### config.mk
export PLATFORM = sky130hd
export DESIGN_NAME = cache_tag_store
export DESIGN_NICKNAME = d
export VERILOG_FILES = /design/src/rtl/cache_tag_store_pkg.sv /design/src/rtl/cache_victim_sel.sv /design/src/rtl/cache_tag_store.sv
export SDC_FILE = /design/constraint.sdc
export NUM_CORES = 1
export LEC_CHECK = 0
export CAP_MARGIN = 40
export CORE_MARGIN = 8
export CORE_UTILIZATION = 57
export CTS_BUF_LIST = sky130_fd_sc_hd__clkbuf_2 sky130_fd_sc_hd__clkbuf_4 sky130_fd_sc_hd__clkbuf_8
export DETAILED_ROUTE_END_ITERATION = 6
export PLACE_DENSITY = 0.76
export SLEW_MARGIN = 40
export SYNTH_ARGS = -nofsm -noshare
export SYNTH_HDL_FRONTEND = slang
export SYNTH_SLANG_ARGS = --single-unit
### constraint.sdc
create_clock -name clk -period 4.21 [get_ports clk]
set_input_delay 0.842 -clock clk [delete_from_list [all_inputs] [get_ports clk]]
set_output_delay 0.842 -clock clk [all_outputs]
set_load 0.03 [all_outputs]
### src/rtl/cache_tag_store_pkg.sv
// Shared encodings and helpers for the cache tag store and its victim selector.
// The I-cache reuses the victim selector, so these definitions live in one package.
package cache_tag_store_pkg;

    typedef enum logic [1:0] {
        UP_TOUCH = 2'b00,
        UP_FILL  = 2'b01,
        UP_DIRTY = 2'b10,
        UP_INV   = 2'b11
    } up_op_e;

    typedef enum logic {
        ST_SWEEP = 1'b0,
        ST_READY = 1'b1
    } state_e;

    function automatic int clog2(input int n);
        int r;
        r = 0;
        while ((1 << r) < n) r = r + 1;
        return r;
    endfunction

endpackage

### src/rtl/cache_victim_sel.sv
// Combinational hit / NRU victim selection across the ways of one set.
// On a miss the victim is the lowest invalid way, else the lowest unreferenced way, else way 0.
module cache_victim_sel #(
    parameter int WAYS  = 2,
    parameter int WAY_W = 1
) (
    input  logic [WAYS-1:0]  valid_vec,
    input  logic [WAYS-1:0]  ref_vec,
    input  logic [WAYS-1:0]  hit_vec,
    output logic             hit,
    output logic [WAY_W-1:0] hit_way,
    output logic [WAY_W-1:0] victim_way
);

    logic             inv_any;
    logic             nref_any;
    logic [WAY_W-1:0] inv_way;
    logic [WAY_W-1:0] nref_way;

    // Scan from the top down so the lowest matching way is the one left standing.
    always_comb begin
        hit      = 1'b0;
        hit_way  = '0;
        inv_any  = 1'b0;
        inv_way  = '0;
        nref_any = 1'b0;
        nref_way = '0;
        for (int w = WAYS - 1; w >= 0; w--) begin
            if (hit_vec[w]) begin
                hit     = 1'b1;
                hit_way = WAY_W'(w);
            end
            if (!valid_vec[w]) begin
                inv_any = 1'b1;
                inv_way = WAY_W'(w);
            end
            if (!ref_vec[w]) begin
                nref_any = 1'b1;
                nref_way = WAY_W'(w);
            end
        end
        victim_way = inv_any ? inv_way : (nref_any ? nref_way : '0);
    end

endmodule

### src/rtl/cache_tag_store.sv
// Multi-way tag/flag store: registered lookup with NRU victim choice, explicit
// update operations, and a one-set-per-cycle invalidate-all sweep after reset or on request.
module cache_tag_store
    import cache_tag_store_pkg::*;
#(
    parameter int INDEX_W = 4,
    parameter int TAG_W   = 14,
    parameter int WAYS    = 2,
    localparam int WAY_W  = (WAYS > 1) ? clog2(WAYS) : 1
) (
    input  logic               clk,
    input  logic               rst,
    input  logic               lk_valid,
    input  logic [INDEX_W-1:0] lk_index,
    input  logic [TAG_W-1:0]   lk_tag,
    output logic               lk_ready,
    output logic               rsp_valid,
    output logic               rsp_hit,
    output logic [WAY_W-1:0]   rsp_way,
    output logic               rsp_dirty,
    output logic [TAG_W-1:0]   rsp_victim_tag,
    input  logic               up_valid,
    input  logic [INDEX_W-1:0] up_index,
    input  logic [WAY_W-1:0]   up_way,
    input  logic [1:0]         up_op,
    input  logic [TAG_W-1:0]   up_tag,
    input  logic               up_dirty,
    input  logic               inv_all,
    output logic               busy
);

    localparam int SETS = 1 << INDEX_W;

    state_e             state_reg, state_next;
    logic [INDEX_W-1:0] sweep_cnt_reg, sweep_cnt_next;

    logic [WAYS-1:0]  valid_reg [SETS];
    logic [WAYS-1:0]  dirty_reg [SETS];
    logic [WAYS-1:0]  ref_reg   [SETS];
    logic [TAG_W-1:0] tag_reg   [SETS][WAYS];

    always_ff @(posedge clk) begin
        if (rst) begin
            state_reg     <= ST_SWEEP;
            sweep_cnt_reg <= '0;
        end else begin
            state_reg     <= state_next;
            sweep_cnt_reg <= sweep_cnt_next;
        end
    end

    always_comb begin
        state_next     = state_reg;
        sweep_cnt_next = sweep_cnt_reg;
        case (state_reg)
            ST_SWEEP: begin
                sweep_cnt_next = sweep_cnt_reg + 1'b1;
                if (sweep_cnt_reg == INDEX_W'(SETS - 1)) state_next = ST_READY;
            end
            ST_READY: begin
                if (inv_all) begin
                    state_next     = ST_SWEEP;
                    sweep_cnt_next = '0;
                end
            end
        endcase
    end

    assign busy     = (state_reg == ST_SWEEP);
    assign lk_ready = !busy;

    // Lookup path: tag compare on the addressed set, result registered.
    logic [WAYS-1:0]  lk_valid_vec, lk_ref_vec, lk_hit_vec;
    logic             sel_hit;
    logic [WAY_W-1:0] sel_hit_way, sel_victim_way, sel_way;
    logic             lk_accept;

    assign lk_valid_vec = valid_reg[lk_index];
    assign lk_ref_vec   = ref_reg[lk_index];
    assign lk_accept    = lk_valid && lk_ready;

    generate
        for (genvar gi = 0; gi < WAYS; gi++) begin : g_cmp
            assign lk_hit_vec[gi] = lk_valid_vec[gi] && (tag_reg[lk_index][gi] == lk_tag);
        end
    endgenerate

    cache_victim_sel #(
        .WAYS  (WAYS),
        .WAY_W (WAY_W)
    ) u_victim_sel (
        .valid_vec  (lk_valid_vec),
        .ref_vec    (lk_ref_vec),
        .hit_vec    (lk_hit_vec),
        .hit        (sel_hit),
        .hit_way    (sel_hit_way),
        .victim_way (sel_victim_way)
    );

    assign sel_way = sel_hit ? sel_hit_way : sel_victim_way;

    always_ff @(posedge clk) begin
        if (rst) begin
            rsp_valid      <= 1'b0;
            rsp_hit        <= 1'b0;
            rsp_way        <= '0;
            rsp_dirty      <= 1'b0;
            rsp_victim_tag <= '0;
        end else begin
            rsp_valid <= lk_accept;
            if (lk_accept) begin
                rsp_hit        <= sel_hit;
                rsp_way        <= sel_way;
                rsp_dirty      <= dirty_reg[lk_index][sel_way];
                rsp_victim_tag <= tag_reg[lk_index][sel_way];
            end
        end
    end

    // Update path: compute the new flag vectors of the addressed set.
    logic            up_we, up_touch;
    logic [WAYS-1:0] up_mask, up_valid_new, up_dirty_new, up_ref_new;

    assign up_we = !rst && (state_reg == ST_READY) && up_valid && !inv_all
                   && (int'(up_way) < WAYS);

    always_comb begin
        up_mask      = WAYS'(1) << up_way;
        up_valid_new = valid_reg[up_index];
        up_dirty_new = dirty_reg[up_index];
        up_ref_new   = ref_reg[up_index];
        up_touch     = 1'b0;
        case (up_op_e'(up_op))
            UP_TOUCH: up_touch = 1'b1;
            UP_FILL: begin
                up_valid_new = up_valid_new | up_mask;
                up_dirty_new = up_dirty ? (up_dirty_new | up_mask) : (up_dirty_new & ~up_mask);
                up_touch     = 1'b1;
            end
            UP_DIRTY: up_dirty_new = up_dirty_new | (up_mask & valid_reg[up_index]);
            UP_INV: begin
                up_valid_new = up_valid_new & ~up_mask;
                up_dirty_new = up_dirty_new & ~up_mask;
                up_ref_new   = up_ref_new & ~up_mask;
            end
        endcase
        // NRU epoch: once every valid way is referenced, keep only the touched one.
        if (up_touch) begin
            up_ref_new = up_ref_new | up_mask;
            if ((up_ref_new & up_valid_new) == up_valid_new) up_ref_new = up_mask;
        end
    end

    always_ff @(posedge clk) begin
        if (!rst && state_reg == ST_SWEEP) begin
            valid_reg[sweep_cnt_reg] <= '0;
            dirty_reg[sweep_cnt_reg] <= '0;
            ref_reg[sweep_cnt_reg]   <= '0;
            for (int w = 0; w < WAYS; w++) tag_reg[sweep_cnt_reg][w] <= '0;
        end else if (up_we) begin
            valid_reg[up_index] <= up_valid_new;
            dirty_reg[up_index] <= up_dirty_new;
            ref_reg[up_index]   <= up_ref_new;
            if (up_op_e'(up_op) == UP_FILL) tag_reg[up_index][up_way] <= up_tag;
        end
    end

endmodule
==> results of run 1 <==
## stage by stage
step,setup TNS [ns],util (%),std cells
global route,0,67.3,2213
floorplan,0,-,1354
finish,0,67.3,2213
CTS,0,67.3,2212
global placement,-0.155,63.0,2046
detailed placement,-0.217,63.1,2046
## cells in the mapped netlist (4+ instances only)
cell	number
mux4_1	7
nand3_1	9
o21ai_0	19
xor2_1	5
xnor2_1	20
buf_1	5
a211oi_1	12
mux2i_1	82
buf_2	13
a311oi_1	4
and2_1	9
a22o_1	15
buf_6	21
a21oi_1	33
and3_1	20
mux2_2	4
mux4_2	132
nor2_1	109
a22oi_1	9
edfxtp_1	544
a32oi_1	6
inv_1	15
a221oi_1	8
a31oi_1	10
o211a_1	4
or2_2	5
buf_4	11
nor3_1	20
nor2b_1	18
nor4_1	6
clkbuf_1	24
dfxtp_1	23
nand2_1	40
nor3b_1	11
o22ai_1	4
or4b_1	4
nand2b_1	13
## metal layers
metal | up-vias | track usage (%) | part of all wire [%]
li1 | 6045 | - | -
met1 | 7397 | 33.8 | 40
met2 | 803 | 39.3 | 47
met3 | 120 | 5.86 | 10
met4 | 2 | 9.45 | 2.9
met5 | - | 0 | 0.021
## worst paths after layout
| path | slack, ns | endpoint | from | depth (start not counted) |
|---|---|---|---|---|
| max | 0.44 | rsp_victim_tag[0] | lk_index[0] | 14 |
| min | 0.46 | rsp_victim_tag[3] | rsp_victim_tag[3] | 2 |
| max reg2reg | 0.80 | rsp_victim_tag[9] | tag_reg[6][26] | 10 |
| min reg2reg | 0.46 | rsp_victim_tag[3] | rsp_victim_tag[3] | 2 |
## critical path: stages
cell      delay, ns
buf_6          0.19
buf_12         0.18
buf_12         0.16
mux4_2         0.54
mux2_2         0.34
xnor2_1        0.14
a211oi_1       0.52
nand3b_1       0.24
nor4_4         0.08
nor3_2         0.23
buf_12         0.19
mux2i_1        0.41
buf_4          0.18
a21oi_1        0.05
## cells by family (layout without fill, tap and decap cells)
| family | after synthesis | count (layout) |
|---|---|---|
| multiplexers | 225 | 225 |
| adder cells (fa/ha/maj) | 1 | 1 |
| other | 0 | 1 |
| XOR/XNOR | 25 | 25 |
| buffers and inverters | 95 | 414 |
| AND/OR/NAND/NOR | 288 | 288 |
| AO/OA/AOI/OAI | 153 | 153 |
| flip-flops | 567 | 567 |
## final cells by class
| class | count | area [um^2] |
|---|---|---|
| Timing Repair Buffer | 231 | 2060 |
| Fill cell | 2725 | 13700 |
| Inverter | 17 | 63.8 |
| Clock inverter | 50 | 310 |
| Sequential cell | 567 | 16800 |
| Multi-Input combinational cell | 692 | 6870 |
| Antenna cell | 1 | 2.50 |
| Tap cell | 539 | 674 |
| Clock buffer | 116 | 1450 |
## where the power goes
part	switching, mW	leakage [nW]	internal [mW]
clock	2.15	0.942	2.45
combinational	0.415	3.48	0.341
sequential	0.0262	4.51	6.18
## cell usage in the layout (no fill, tap or decap), types with 7 or more instances in the layout
| cell type | instances |
|---|---|
| edfxtp_1 | 544 |
| buf_4 | 155 |
| mux4_2 | 132 |
| nor2_1 | 106 |
| clkbuf_8 | 93 |
| mux2i_1 | 82 |
| clkdlybuf4s50_1 | 59 |
| nand2_1 | 40 |
| a21oi_1 | 32 |
| clkinv_1 | 26 |
| clkbuf_4 | 23 |
| dfxtp_1 | 23 |
| and3_1 | 20 |
| nor3_1 | 20 |
| xnor2_1 | 20 |
| o21ai_0 | 19 |
| nor2b_1 | 18 |
| clkinv_2 | 18 |
| inv_1 | 15 |
| a22o_1 | 15 |
| buf_12 | 14 |
| nand2b_1 | 13 |
| a211oi_1 | 12 |
| a31oi_1 | 10 |
| nor3b_1 | 10 |
| and2_1 | 9 |
| a22oi_1 | 9 |
| nand3_1 | 9 |
| a221oi_1 | 8 |
| mux4_1 | 7 |
==> impl_metrics.env, run 1 <==
export IMPL_maxCapViolCount=0
export IMPL_synthMuxAreaShare_pct=16.6
export IMPL_largest_reg_flops=448
export IMPL_ir_drop_mv=0.246
export IMPL_violations="design-rule violations"
export IMPL_post_cts_setup_buffer_count=0
export IMPL_max_freq_mhz=265
export IMPL_first_pass_iters=7
export IMPL_setup_violations_final=0
export IMPL_min_period_ns=3.77
export IMPL_cts_tree="built"
export IMPL_outcome="finished with violations"
export IMPL_fin_crit_sh_pct=89.5
export IMPL_gp_congestion=0.959
export IMPL_crit_required_ns=4.76
export IMPL_clk_latency_ns=0.70
export IMPL_cts_sinks=567
export IMPL_setup_ws_ns=0.443
export IMPL_syn_inst=1354
export IMPL_drive_above_1_share_pct=28.2
export IMPL_num_vias=14400
export IMPL_ant_nets=0
export IMPL_leakagePower_nw=8.94
export IMPL_gr_usage_all_layers_pct=24.9
export IMPL_skew_ns=0.0544
export IMPL_vias_per_cell=6.49
export IMPL_port_buffers=64
export IMPL_clk_path_buf_depth=3
export IMPL_initial_core_util_pct=57.8
export IMPL_yosysWarnings=0
export IMPL_hold_violations=0
export IMPL_core_area_mm2=0.0419
export IMPL_synth_edff_count=544
export IMPL_synthTopCellsByArea="edfxtp_1, mux4_2, mux2i_1"
export IMPL_grt_max_degree=33
export IMPL_initialDrtViolationCount=1715
export IMPL_grt_pass1_vias=14200
export IMPL_synth_area_per_cell_um2=17.9
export IMPL_grt_pass1_wl_um=91400
export IMPL_h_tree_depth=3
export IMPL_synth_simple_gate_area_share_pct=6.13
export IMPL_pre_cts_ws_ns=-0.171
export IMPL_yosysTopAreaCell="edfxtp_1"
export IMPL_crit_type="primary input to flop"
export IMPL_ctsHoldBuffers=0
export IMPL_rows=75
export IMPL_nets=1645
export IMPL_end_kind="flop"
export IMPL_holdWs_ns=0.462
export IMPL_synth_compound_area_share_pct=4.57
export IMPL_arrival_ns=4.32
export IMPL_ys_flop_type="edfxtp_1"
export IMPL_synth_top_family_by_area="multiplexers"
export IMPL_async_flop_share_pct=0
export IMPL_ioPinCount=65
export IMPL_critPathLaunchType="primary input"
export IMPL_clk_pin_slew_ns=0.06
export IMPL_synth_fp_nets=1400
export IMPL_yosys_area_share_adder_pct=0.0516
export IMPL_total_power_mw=11.6
export IMPL_chipWidth_um=222
export IMPL_rsz0062_at_grt="false"
export IMPL_worst_pin_slew_ns=0.817
export IMPL_synth_seq_cells=567
export IMPL_ctsRootBufferMaster="clkbuf_8"
export IMPL_grt_ovfl_total=0
export IMPL_syn_area_mm2=0.0243
export IMPL_design_area_mm2=0.0282
export IMPL_wirelength_um=61800
export IMPL_power_density_mw_per_mm2=410
export IMPL_synth_seq_area_share_pct=69.3
export IMPL_antenna_found_initial=2
export IMPL_min_path_type="flop to flop"
export IMPL_slew_headroom_pct=45.3
export IMPL_area_delta_synth_final_pct=16.4
export IMPL_placed_area_mm2=0.0264
export IMPL_die_area_mm2=0.0494
export IMPL_cts_buffers=90
export IMPL_drcViolationCount=1
export IMPL_report_final_slew_viol_count=0
export IMPL_yosysUniqueCellTypes=75
export IMPL_dp_hpwl_um=41500
export IMPL_synth_xor_xnor_area_share_pct=0.903
export IMPL_crit_fanout=19
export IMPL_cts_resized=0
export IMPL_die_height_um=222
export IMPL_wl_per_cell_um=27.9
export IMPL_synth_top_area_share_pct=67.4
Power figures use the tool's default switching activity.
==> run 2, diff against run 1 <==
--- a/config.mk
+++ b/config.mk
@@ -5,6 +5,7 @@
 export SDC_FILE = /design/constraint.sdc
 export NUM_CORES = 1
 export LEC_CHECK = 0
+export ABC_AREA = 1
 export CAP_MARGIN = 40
 export CORE_MARGIN = 8
 export CORE_UTILIZATION = 57
==> run 2 against run 1 <==
  * The run now ends clean
  * Clock power fell by 1%
  * Via count is 29% higher
  * Hold slack better by 0.034 ns
  * Die area increased by 3.4%
  * Global-route usage grew 1.7 points
  * First-iteration DRC count up 35%
  * Non-clock buffer count shrank 66
  * Critical endpoint is now tag_reg[12][9]
==> impl_metrics.env, run 2 <==
export IMPL_chipWidth_um=226
export IMPL_reg2reg_slack_ns=0.84
export IMPL_grt_pass1_vias=18200
export IMPL_initial_core_util_pct=57.4
export IMPL_clk_latency_ns=0.68
export IMPL_synth_area_per_cell_um2=10.3
export IMPL_drive_above_1_share_pct=9.90
export IMPL_synth_seq_cells=567
export IMPL_syn_area_mm2=0.0251
export IMPL_clk_pin_slew_ns=0.06
export IMPL_hp_start="rsp_dirty"
export IMPL_async_flop_share_pct=0
export IMPL_synth_top_area_share_pct=65.0
export IMPL_cts_tree="built"
export IMPL_min_period_ns=3.37
export IMPL_critPathLaunchType="flop"
export IMPL_rsz0062_at_grt="false"
export IMPL_yosysTopAreaCell="edfxtp_1"
export IMPL_hold_violations=0
export IMPL_seq_power_share_pct=53.2
export IMPL_fill_cells=3323
export IMPL_drcViolationCount=0
export IMPL_synth_most_common_cell="edfxtp_1"
export IMPL_cts_buffers=88
export IMPL_initialDrtViolationCount=2323
export IMPL_wl_per_cell_um=21.0
export IMPL_r2r_end="tag_reg[12][9]"
export IMPL_n_antenna_cell=0
export IMPL_design_area_mm2=0.0287
export IMPL_crit_fanout=14
export IMPL_h_tree_depth=3
export IMPL_gr_usage_all_layers_pct=26.7
export IMPL_leakagePower_nw=11.7
export IMPL_synth_fp_nets=2494
export IMPL_ys_flop_type="edfxtp_1"
export IMPL_setup_violations_final=0
export IMPL_synthTopCellsByArea="edfxtp_1, nand2_1, nor2_1"
export IMPL_skew_ns=0.0523
export IMPL_core_area_mm2=0.0438
export IMPL_placed_area_mm2=0.0269
export IMPL_vias_per_cell=5.76
export IMPL_combPwrFrac_pct=7.5
export IMPL_power_frac_clock_pct=39.3
export IMPL_outcome="finished clean"
export IMPL_port_buffers=64
export IMPL_final_setup_tns_ns=0
export IMPL_total_power_mw=11.6
export IMPL_end_kind="flop"
export IMPL_nets=2609
export IMPL_clk_path_buf_depth=3
export IMPL_min_path_type="flop to flop"
export IMPL_largest_reg_flops=448
export IMPL_maxCapViolCount=0
export IMPL_synth_edff_count=544
export IMPL_ioPinCount=65
export IMPL_grt_max_degree=118
export IMPL_fin_crit_sh_pct=80.0
export IMPL_reg2reg_from="lk_ready"
export IMPL_ir_drop_mv=0.316
export IMPL_internal_power_mw=8.82
export IMPL_grt_ovfl_total=0
export IMPL_first_pass_iters=6
export IMPL_p_switching_mw=2.76
export IMPL_power_density_mw_per_mm2=404
export IMPL_cts_sinks=567
export IMPL_grt_pass1_wl_um=104000
export IMPL_fin_util_pct=65.4
export IMPL_ant_nets=0
export IMPL_ctsHoldBuffers=0
export IMPL_num_vias=18600
export IMPL_hold_depth=2
export IMPL_antenna_found_initial=0
export IMPL_crit_required_ns=4.58
export IMPL_ctsRootBufferMaster="clkbuf_8"
export IMPL_yosysWarnings=0
export IMPL_switching_share_pct=23.8
export IMPL_crit_type="flop to flop"
export IMPL_die_height_um=226
export IMPL_synth_seq_area_share_pct=66.8
export IMPL_whs_endpoint="rsp_dirty"
export IMPL_post_cts_setup_buffer_count=0
export IMPL_layout_common_cells="edfxtp_1, nand2_1, nor2_1, nand3_1, inv_1"
export IMPL_gp_congestion=0.930
export IMPL_worst_pin_slew_ns=0.665
export IMPL_area_delta_synth_final_pct=14.0
export IMPL_cts_resized=0
export IMPL_slew_headroom_pct=55.4
export IMPL_max_freq_mhz=297
export IMPL_yosys_top_cells_count="edfxtp_1, nand2_1, nor2_1"
export IMPL_arrival_ns=3.73
export IMPL_report_final_slew_viol_count=0
export IMPL_wirelength_um=67800
export IMPL_die_area_mm2=0.0511
export IMPL_layout_commonest_cell="edfxtp_1"
export IMPL_dp_hpwl_um=42600
export IMPL_syn_inst=2448
export IMPL_rows=77
export IMPL_yosysUniqueCellTypes=30
export IMPL_r2r_worst_path_cells=11
run 2: cell types whose count changed after synthesis, moves of 82 or more:
| cell | before | now |
|---|---|---|
| mux2i_1 | 82 | 0 |
| nor2_1 | 109 | 381 |
| nand2_1 | 40 | 487 |
| nand3_1 | 9 | 264 |
| mux4_2 | 132 | 0 |
| o21ai_0 | 19 | 183 |
| inv_1 | 15 | 231 |
run 2: layer usage:
layer / share of wire [%] / wire [um] / track usage, %
met1: 39 / 26100 / 34.3
met5: 0 / 0 / 0
met2: 48 / 32300 / 43.9
met3: 9.2 / 6270 / 4.62
met4: 4.5 / 3060 / 12.7
run 2: cell type report:
type	count	area [um^2]	area share, %
Clock buffer	116	1420	4.96
Clock inverter	48	319	1.11
Inverter	235	890	3.10
Multi-Input combinational cell	1506	6720	23.4
Sequential cell	567	16800	58.6
Tap cell	592	741	2.59
Timing Repair Buffer	165	1770	6.17
run 2: logic make-up after synthesis:
logic type / synth area share, %
AO/OA/AOI/OAI: 8.13
adder cells (fa/ha/maj): 0.0498
AND/OR/NAND/NOR: 18.4
flip-flops: 66.8
buffers and inverters: 6.61
run 2: worst max-delay path by stage:
stage / cells past startpoint / slack, ns / startpoint / endpoint
floorplan: 10 / 0.90 / lk_ready / tag_reg[0][0]
global placement: 10 / 0.48 / up_index[0] / dirty_reg[1][1]
detailed placement: 12 / 0.46 / inv_all / tag_reg[13][16]
CTS: 11 / 0.95 / lk_ready / tag_reg[2][6]
global route: 11 / 0.60 / lk_ready / tag_reg[2][12]
finish: 11 / 0.84 / lk_ready / tag_reg[12][9]
run 2: metrics by stage:
step                hold WS, ns  setup WS, ns  std cells
finish                    0.496         0.843       3229
global route              0.504         0.595       3229
CTS                       0.491         0.954       3229
detailed placement        0.482         0.461       3065
global placement          0.463         0.476       3065
floorplan                 0.469         0.896       2448
run 2: power groups by stage:
stage                     registers (mW)  clock network (mW)  logic, mW
after floorplan                     6.28                   0      0.555
after global placement              6.28                   0      0.832
after detailed placement            6.28                   0      0.846
after CTS                           6.16                4.60      0.851
after global routing                6.16                4.85      0.940
final                               6.16                4.55      0.866
run 2: worst max-delay path, cell delays in order (launching register included):
cell and delay, ns:
dfxtp_1 0.40, clkinv_1 0.26, nor2_1 0.20, nand3_1 0.16, inv_1 0.17, nand3_1 0.34, o21ai_0 0.43, inv_1 0.12
nor2_1 0.40, nand2_1 0.16, nor2_1 0.22, buf_12 0.20
